**src/rtl/simpleio_arb_pkg.sv**
```systemverilog
// Shared types and constants for the two-master simpleio arbiter.
package simpleio_arb_pkg;

  localparam int AW = 4;
  localparam int DW = 8;

  localparam logic M_CPU = 1'b0;
  localparam logic M_AUX = 1'b1;

  typedef enum logic [1:0] {
    IDLE = 2'd0,
    CMD  = 2'd1,
    DATA = 2'd2
  } state_e;

endpackage

```
**src/rtl/simpleio_arb_if.sv**
```systemverilog
// Per-master request/ack channel of the simpleio arbiter.
interface simpleio_arb_if;
  import simpleio_arb_pkg::*;

  logic          req;
  logic          rw;
  logic [AW-1:0] ad;
  logic [DW-1:0] wd;
  logic          ack;
  logic [DW-1:0] rd;

  modport master (output req, rw, ad, wd, input ack, rd);
  modport slave  (input req, rw, ad, wd, output ack, rd);

endinterface

```
**src/rtl/simpleio_arb_rr.sv**
```systemverilog
// Combinational 2-way round-robin picker; SIMPLEIO_ARB_LOCK_EN adds a lock override.
module simpleio_arb_rr
  import simpleio_arb_pkg::*;
(
  input  logic [1:0] req,
  input  logic       last_grant,
`ifdef SIMPLEIO_ARB_LOCK_EN
  input  logic [1:0] lock,
`endif
  output logic       valid,
  output logic       gnt_idx
);

  always_comb begin
    valid   = |req;
    gnt_idx = M_CPU;
    if (req == 2'b11) begin
      gnt_idx = ~last_grant;
    end else if (req[1]) begin
      gnt_idx = M_AUX;
    end
`ifdef SIMPLEIO_ARB_LOCK_EN
    // A locking master keeps the bus across back-to-back transfers.
    if (lock[last_grant] && req[last_grant]) begin
      gnt_idx = last_grant;
    end
`endif
  end

endmodule

```
**src/rtl/simpleio_arb.sv**
```systemverilog
// Two-master arbiter/sequencer for the simpleio register port: IDLE -> CMD (one cs) -> DATA (ack).
// Optional lock support via SIMPLEIO_ARB_LOCK_EN.
module simpleio_arb
  import simpleio_arb_pkg::*;
(
  input  logic          clk,
  input  logic          rst_n,
  simpleio_arb_if.slave m0,
  simpleio_arb_if.slave m1,
`ifdef SIMPLEIO_ARB_LOCK_EN
  input  logic          m0_lock,
  input  logic          m1_lock,
`endif
  output logic          io_cs,
  output logic          io_rw,
  output logic [AW-1:0] io_ad,
  output logic [DW-1:0] io_di,
  input  logic [DW-1:0] io_do,
  output logic          busy
);

  state_e        state_q, state_d;
  logic          last_grant_q, last_grant_d;
  logic          gnt_q, gnt_d;
  logic          io_rw_q, io_rw_d;
  logic [AW-1:0] io_ad_q, io_ad_d;
  logic [DW-1:0] io_di_q, io_di_d;

  logic          rr_valid;
  logic          rr_idx;

  simpleio_arb_rr u_rr (
    .req        ({m1.req, m0.req}),
    .last_grant (last_grant_q),
`ifdef SIMPLEIO_ARB_LOCK_EN
    .lock       ({m1_lock, m0_lock}),
`endif
    .valid      (rr_valid),
    .gnt_idx    (rr_idx)
  );

  always_ff @(posedge clk or negedge rst_n) begin
    if (!rst_n) begin
      state_q      <= IDLE;
      last_grant_q <= M_AUX;
      gnt_q        <= M_CPU;
      io_rw_q      <= 1'b1;
      io_ad_q      <= '0;
      io_di_q      <= '0;
    end else begin
      state_q      <= state_d;
      last_grant_q <= last_grant_d;
      gnt_q        <= gnt_d;
      io_rw_q      <= io_rw_d;
      io_ad_q      <= io_ad_d;
      io_di_q      <= io_di_d;
    end
  end

  always_comb begin
    state_d      = state_q;
    last_grant_d = last_grant_q;
    gnt_d        = gnt_q;
    io_rw_d      = io_rw_q;
    io_ad_d      = io_ad_q;
    io_di_d      = io_di_q;
    io_cs        = 1'b0;
    m0.ack       = 1'b0;
    m1.ack       = 1'b0;
    unique case (state_q)
      IDLE: begin
        if (rr_valid) begin
          state_d      = CMD;
          gnt_d        = rr_idx;
          last_grant_d = rr_idx;
          io_rw_d      = (rr_idx == M_AUX) ? m1.rw : m0.rw;
          io_ad_d      = (rr_idx == M_AUX) ? m1.ad : m0.ad;
          io_di_d      = (rr_idx == M_AUX) ? m1.wd : m0.wd;
        end
      end
      // The only state that strobes cs, so each grant yields exactly one access.
      CMD: begin
        io_cs   = 1'b1;
        state_d = DATA;
      end
      DATA: begin
        m0.ack  = (gnt_q == M_CPU);
        m1.ack  = (gnt_q == M_AUX);
        state_d = IDLE;
      end
      default: state_d = IDLE;
    endcase
  end

  // Peripheral DO is already registered, so read data is a straight pass-through.
  assign m0.rd = io_do;
  assign m1.rd = io_do;

  assign io_rw = io_rw_q;
  assign io_ad = io_ad_q;
  assign io_di = io_di_q;
  assign busy  = (state_q != IDLE);

endmodule

```
**src/flat_wrapper.sv**
```systemverilog
// flat-port wrapper written by rule: the top's interface ports become plain ports
module simpleio_arb_flat import simpleio_arb_pkg::*;
  (clk, rst_n, io_cs, io_rw, io_ad, io_di, io_do, busy, m0_req, m0_rw, m0_ad, m0_wd, m0_ack, m0_rd, m1_req, m1_rw, m1_ad, m1_wd, m1_ack, m1_rd);
  simpleio_arb_if m0_i ();
  simpleio_arb_if m1_i ();
  input  logic clk;
  input  logic rst_n;
  output logic io_cs;
  output logic io_rw;
  output logic [AW-1:0] io_ad;
  output logic [DW-1:0] io_di;
  input  logic [DW-1:0] io_do;
  output logic busy;
  input wire logic [$bits(m0_i.req)-1:0] m0_req;
  input wire logic [$bits(m0_i.rw)-1:0] m0_rw;
  input wire logic [$bits(m0_i.ad)-1:0] m0_ad;
  input wire logic [$bits(m0_i.wd)-1:0] m0_wd;
  output wire logic [$bits(m0_i.ack)-1:0] m0_ack;
  output wire logic [$bits(m0_i.rd)-1:0] m0_rd;
  input wire logic [$bits(m1_i.req)-1:0] m1_req;
  input wire logic [$bits(m1_i.rw)-1:0] m1_rw;
  input wire logic [$bits(m1_i.ad)-1:0] m1_ad;
  input wire logic [$bits(m1_i.wd)-1:0] m1_wd;
  output wire logic [$bits(m1_i.ack)-1:0] m1_ack;
  output wire logic [$bits(m1_i.rd)-1:0] m1_rd;
  assign m0_i.req = m0_req;
  assign m0_i.rw = m0_rw;
  assign m0_i.ad = m0_ad;
  assign m0_i.wd = m0_wd;
  assign m0_ack = m0_i.ack;
  assign m0_rd = m0_i.rd;
  assign m1_i.req = m1_req;
  assign m1_i.rw = m1_rw;
  assign m1_i.ad = m1_ad;
  assign m1_i.wd = m1_wd;
  assign m1_ack = m1_i.ack;
  assign m1_rd = m1_i.rd;
  simpleio_arb u_core (.clk(clk), .rst_n(rst_n), .m0(m0_i), .m1(m1_i), .io_cs(io_cs), .io_rw(io_rw), .io_ad(io_ad), .io_di(io_di), .io_do(io_do), .busy(busy));
endmodule
```
**config.mk**
```make
export PLATFORM = sky130hd
export DESIGN_NAME = simpleio_arb_flat
export DESIGN_NICKNAME = d
export VERILOG_FILES = /design/src/rtl/simpleio_arb_pkg.sv /design/src/rtl/simpleio_arb_if.sv /design/src/rtl/simpleio_arb_rr.sv /design/src/rtl/simpleio_arb.sv /design/src/flat_wrapper.sv
export SDC_FILE = /design/constraint.sdc
export NUM_CORES = 1
export LEC_CHECK = 0
export ABC_AREA = 1
export CAP_MARGIN = 40
export CORE_UTILIZATION = 40
export CTS_BUF_LIST = sky130_fd_sc_hd__clkbuf_8
export DETAILED_ROUTE_END_ITERATION = 8
export DONT_BUFFER_PORTS = 1
export PLACE_DENSITY_LB_ADDON = 0.15
export SLEW_MARGIN = 20
export SYNTH_ARGS = -nofsm -noshare
export SYNTH_HDL_FRONTEND = slang
export SYNTH_HIERARCHICAL = 1
export SYNTH_SLANG_ARGS = --single-unit
```
**constraint.sdc**
```tcl
create_clock -name clk -period 1.7 [get_ports clk]
set_clock_uncertainty 0.05 [all_clocks]
set_input_delay 0.17 -clock clk [delete_from_list [all_inputs] [get_ports clk]]
set_output_delay 0.17 -clock clk [all_outputs]
set_load 0.005 [all_outputs]
```
==> results of run 1 <==
placed cells by master, fill, tap and decap left out, drive strengths merged:
cell,count
a21oi,1
nand2,84
dlygate4sd3,1
nor2,4
nand3,1
nor3,1
or2,1
dfstp,2
and3,1
buf,3
inv,6
clkbuf,3
dfrtp,15
power by group:
group	total [mW]	leakage [nW]	switching, mW	internal [mW]
Clock	0.293	0.0269	0.133	0.160
Sequential	0.768	0.208	0.155	0.612
Combinational	0.531	0.321	0.352	0.179
Total	1.59	0.556	0.640	0.951
cells in the mapped netlist:
cell | count | area [µm²]
nand2_1 | 82 | 308
buf_4 | 17 | 128
dfrtp_1 | 15 | 375
inv_2 | 3 | 11.3
buf_6 | 2 | 22.5
dfstp_2 | 2 | 52.6
inv_1 | 2 | 7.51
nor2_1 | 2 | 7.51
a21oi_1 | 1 | 5.00
and3_2 | 1 | 7.51
buf_8 | 1 | 15.0
nand2_2 | 1 | 6.26
nand2_4 | 1 | 11.3
nand3_1 | 1 | 5.00
nor2_2 | 1 | 6.26
nor2_8 | 1 | 20.0
nor3_1 | 1 | 5.00
or2_1 | 1 | 6.26
layout make-up:
class	instances	area, µm²	area share [%]
Inverter	5	18.8	1.97
Timing Repair Buffer	4	40.0	4.19
Clock buffer	3	41.3	4.33
Multi-Input combinational cell	93	388	40.6
Sequential cell	17	428	44.8
Tap cell	28	35.0	3.67
Clock inverter	1	3.75	0.393
flip-flops by register name, summed over array words and instances (netlist names):
signal,count
u_core/io_rw,1
u_core/last_grant_q,1
u_core/io_ad,4
u_core/io_di,8
u_core/state_q,2
u_core/gnt_q,1
logic make-up after synthesis:
logic type      count (synthesis)  synth area share [%]
buf+inv                        25                  18.4
compound gates                  1                 0.500
flops                          17                  42.8
simple gates                   92                  38.3
worst min-delay path: stages:
cell     delay, ns
nand2_1       0.04
nand2_1       0.04
nand2_1       0.05
nand2_1       0.04
final timing paths:
check	to	slack (ns)	depth (start not counted)
worst max-delay path	u_core/io_di[4]$_DFFE_PN0P_	0.43	6
worst min-delay path	u_core/io_rw$_DFFE_PN1P_	0.05	4
worst max register to register	u_core/io_di[4]$_DFFE_PN0P_	0.43	6
worst min register to register	u_core/last_grant_q$_DFFE_PN1P_	0.42	2
max in group asynchronous	u_core/last_grant_q$_DFFE_PN1P_	0.94	2
min in group asynchronous	u_core/io_di[5]$_DFFE_PN0P_	0.19	1
timing repair:
item	4_1_cts	5_1_grt
setup endpoints to repair	0	0
hold buffers	1	0
setup buffers	0	0
endpoints found under the hold margin	17	0
metal layers:
| metal | GRT usage [%] | wire, µm | share of wire [%] | vias to the layer above |
|---|---|---|---|---|
| met3 | 4.68 | 203 | 10 | 6 |
| met4 | 7.21 | 23 | 1.2 | 0 |
| met2 | 27.1 | 966 | 49 | 24 |
| li1 | - | - | - | 361 |
| met1 | 17.1 | 787 | 40 | 311 |
| met5 | 0 | 0 | 0 | - |
==> flow_metrics.env, run 1 <==
export IMPL_outcome="finished clean"
export IMPL_hold_ws_ns=0.0532
export IMPL_synthCells=135
export IMPL_tightest_slew_ns=0.337
export IMPL_total_power_mw=1.59
export IMPL_worstPathMaxFanout=13
export IMPL_die_y_um=52.0
export IMPL_h_tree_depth=1
export IMPL_ir_worst_vdd_mv=0.637
export IMPL_cp_slowest_cell="dfstp_2"
export IMPL_syn_area_um2=1000
export IMPL_cp_top_family="flip-flops"
export IMPL_io_pins=71
export IMPL_synth_seq_cells=17
export IMPL_fill_cells=251
export IMPL_area_growth_pct=-4.51
export IMPL_grt_overflow=0
export IMPL_p_leak_nw=0.556
export IMPL_numCtsBuffers=3
export IMPL_design_area_um2=955
export IMPL_crit_type="flop to flop"
export IMPL_ctsResizeCount=0
export IMPL_synth_area_per_cell_um2=7.41
export IMPL_io_buffers=0
export IMPL_rr_startpoint="u_core/last_grant_q$_DFFE_PN1P_"
export IMPL_cap_violations=0
export IMPL_final_setup_tns_ns=0
export IMPL_dp_hpwl_um=1410
export IMPL_finalHoldViolCount=0
export IMPL_route_detailed_drc=0
export IMPL_min_delay_start="m0_rw"
export IMPL_antenna_left=0
export IMPL_final_cells=151
export IMPL_grt_pass1_vias=642
export IMPL_final_setup_worst_slack_ns=0.433
export IMPL_cts_sinks=17
export IMPL_yosysSeqAreaShare_pct=42.8
export IMPL_coreArea_mm2=0.00228
export IMPL_p_per_area_mw_per_mm2=1670
export IMPL_slew_headroom_pct=77.5
export IMPL_yosysWarningCount=6
export IMPL_final_util_pct=41.9
export IMPL_setup_violations=0
export IMPL_rsz0062_at_grt="false"
export IMPL_wl_per_cell_um=13.1
export IMPL_drive_gt1_share_pct=13.0
export IMPL_num_antenna_cells=0
export IMPL_slowest_delay_ns=0.37
export IMPL_grt_max_degree=18
export IMPL_syn_nets=173
export IMPL_min_path_type="input port to flop"
export IMPL_clkTransAtPathRegs_ns=0.07
export IMPL_grt_usage_pct=15.6
export IMPL_path_buf_inv=1
export IMPL_crit_start="u_core/last_grant_q$_DFFE_PN1P_"
export IMPL_first_pass_iters=4
export IMPL_fmax_mhz=790
export IMPL_clock_path_buffers=2
export IMPL_row_count=17
export IMPL_wl_um=1980
export IMPL_dp_cells=145
export IMPL_die_area_mm2=0.00270
export IMPL_worstPathRequired_ns=1.79
export IMPL_via_count=702
export IMPL_dp_slack_ns=0.426
export IMPL_final_net_count=162
export IMPL_grt_pass1_wl_um=3020
export IMPL_finalCritPeriodShare_pct=74.5
export IMPL_clock_latency_ns=0.25
export IMPL_crit_top_cell="nand2_1"
export IMPL_dpl_instance_area_um2=885
export IMPL_cp_arrival_ns=1.35
export IMPL_slew_violations=0
export IMPL_cts_tree="done"
export IMPL_drt_iter0_drc=2
export IMPL_fin_crit_ns=1.27
export IMPL_chipWidth_um=52.0
export IMPL_antenna_found_initial=0
export IMPL_endpoint_kind="flop"
export IMPL_initial_core_util_pct=43.9
export IMPL_path_cells="a21oi_1 > inv_2 > nand2_1 > nand2_1 > nand2_1 > nand2_1"
export IMPL_synth_cell_types=18
export IMPL_via_per_inst=4.65
export IMPL_gp_congestion=0.674
export IMPL_root_buffer="clkbuf_8"
export IMPL_start_kind="flop"
No activity file was read; power rests on OpenSTA's default activity.
==> run 2: changes to the inputs <==
- clock period: 1.7 -> 1.15 ns (I/O delays scaled with it)
==> flow_metrics.env, run 2 (synthesis results as in run 1) <==
export IMPL_path_cells="a21oi_4 > buf_4 > nand2_1 > nand2_1 > nand2_1 > nand2_1"
export IMPL_fmax_mhz=881
export IMPL_cp_slowest_cell="dfstp_2"
export IMPL_clock_latency_ns=0.25
export IMPL_root_buffer="clkbuf_8"
export IMPL_final_cells=155
export IMPL_first_pass_iters=4
export IMPL_slew_headroom_pct=78.1
export IMPL_rr_startpoint="u_core/last_grant_q$_DFFE_PN1P_"
export IMPL_cts_sinks=17
export IMPL_h_tree_depth=1
export IMPL_io_buffers=0
export IMPL_grt_usage_pct=15.4
export IMPL_ir_worst_vdd_mv=1.06
export IMPL_seq_power_share_pct=46.9
export IMPL_worstPathMaxFanout=5
export IMPL_dp_cells=145
export IMPL_internal_power_mw=1.47
export IMPL_clock_path_buffers=2
export IMPL_io_pins=71
export IMPL_final_cell_mix="82 x nand2_1, 14 x dfrtp_1"
export IMPL_dpl_instance_area_um2=888
export IMPL_start_kind="flop"
export IMPL_p_leak_nw=0.576
export IMPL_fin_crit_ns=1.14
export IMPL_final_setup_worst_slack_ns=0.0147
export IMPL_crit_type="flop to flop"
export IMPL_route_detailed_drc=0
export IMPL_final_common_cell="nand2_1"
export IMPL_slowest_delay_ns=0.55
export IMPL_largest_reg_flops=8
export IMPL_cts_tree="done"
export IMPL_initial_core_util_pct=43.9
export IMPL_antenna_left=0
export IMPL_final_util_pct=44.5
export IMPL_slew_violations=0
export IMPL_drt_iter0_drc=3
export IMPL_switching_power_mw=0.966
export IMPL_cp_arrival_ns=1.23
export IMPL_numCtsBuffers=3
export IMPL_finalHoldViolCount=0
export IMPL_setup_violations=0
export IMPL_die_y_um=52.0
export IMPL_coreArea_mm2=0.00228
export IMPL_cap_violations=0
export IMPL_swShare_pct=39.6
export IMPL_antenna_found_initial=0
export IMPL_dp_slack_ns=0.00822
export IMPL_die_area_mm2=0.00270
export IMPL_comb_power_share_pct=35.5
export IMPL_gp_congestion=0.673
export IMPL_finalCritPeriodShare_pct=98.7
export IMPL_p_clk_share_pct=17.6
export IMPL_final_setup_tns_ns=0
export IMPL_total_power_mw=2.44
export IMPL_outcome="finished clean"
export IMPL_grt_pass1_wl_um=2900
export IMPL_rrSetupSlack_ns=0.01
export IMPL_p_per_area_mw_per_mm2=2410
export IMPL_grt_overflow=0
export IMPL_drive_gt1_share_pct=15.7
export IMPL_tightest_slew_ns=0.328
export IMPL_crit_start="u_core/last_grant_q$_DFFE_PN1P_"
export IMPL_final_net_count=166
export IMPL_clkTransAtPathRegs_ns=0.06
export IMPL_hold_ws_ns=0.0119
export IMPL_min_path_type="input port to flop"
export IMPL_via_count=705
export IMPL_design_area_mm2=0.00101
export IMPL_num_antenna_cells=0
export IMPL_via_per_inst=4.55
export IMPL_worstPathRequired_ns=1.24
export IMPL_endpoint_kind="flop"
export IMPL_wl_um=1970
export IMPL_area_growth_pct=1.38
export IMPL_chipWidth_um=52.0
export IMPL_wl_per_cell_um=12.7
export IMPL_grt_max_degree=18
export IMPL_crit_top_cell="nand2_1"
export IMPL_min_delay_start="m0_wd[4]"
export IMPL_rsz0062_at_grt="true"
export IMPL_grt_pass1_vias=608
export IMPL_row_count=17
export IMPL_dp_hpwl_um=1360
-- run 2: power groups by stage --
stage | Clock (mW) | Sequential (mW) | Combinational, mW
2_1_floorplan | 0 | 1.09 | 0.781
3_3_place_gp | 0 | 1.14 | 0.759
3_5_place_dp | 0 | 1.15 | 0.776
4_1_cts | 0.448 | 1.14 | 0.806
5_1_grt | 0.482 | 1.18 | 1.00
6_report | 0.429 | 1.14 | 0.866
-- run 2: layer usage --
| metal | vias up | part of all wire (%) | track usage, % |
|---|---|---|---|
| met2 | 27 | 50 | 24.1 |
| met1 | 302 | 36 | 17.0 |
| met3 | 6 | 12 | 8.19 |
| li1 | 370 | - | - |
| met5 | - | 0 | 0 |
| met4 | 0 | 2.0 | 7.21 |
-- run 2: cell type report --
cell class                 count  area [µm²]
multi-input combinational     93         408
inverter                       5        21.3
timing repair buffer           8        75.1
clock inverter                 1        3.75
tap                           28        35.0
fill                         248        1260
clock buffer                   3        41.3
sequential                    17         429
-- run 2: path summary, 6_finish.rpt --
check / to / cells after the start
worst max-delay path: u_core/io_di[0]$_DFFE_PN0P_ / 6
worst min-delay path: u_core/io_di[4]$_DFFE_PN0P_ / 4
worst max register to register: u_core/io_di[0]$_DFFE_PN0P_ / 6
worst min register to register: u_core/io_rw$_DFFE_PN1P_ / 2
max in group asynchronous: u_core/io_rw$_DFFE_PN1P_ / 2
min in group asynchronous: u_core/io_di[4]$_DFFE_PN0P_ / 1
-- run 2: critical path, delay by kind of cell, from the launching register on --
kind	cells	cell delay, ns
compound gates	1	0.08
buf+inv	1	0.15
flops	1	0.55
simple gates	4	0.19
-- run 2: timing repair --
| action | 4_1_cts | 5_1_grt |
|---|---|---|
| setup endpoints to repair | 3 | 17 |
| hold buffers | 3 | 0 |
| setup buffers | 0 | 2 |
| gates resized for setup | 2 | 4 |
| endpoints found under the hold margin | 18 | 0 |
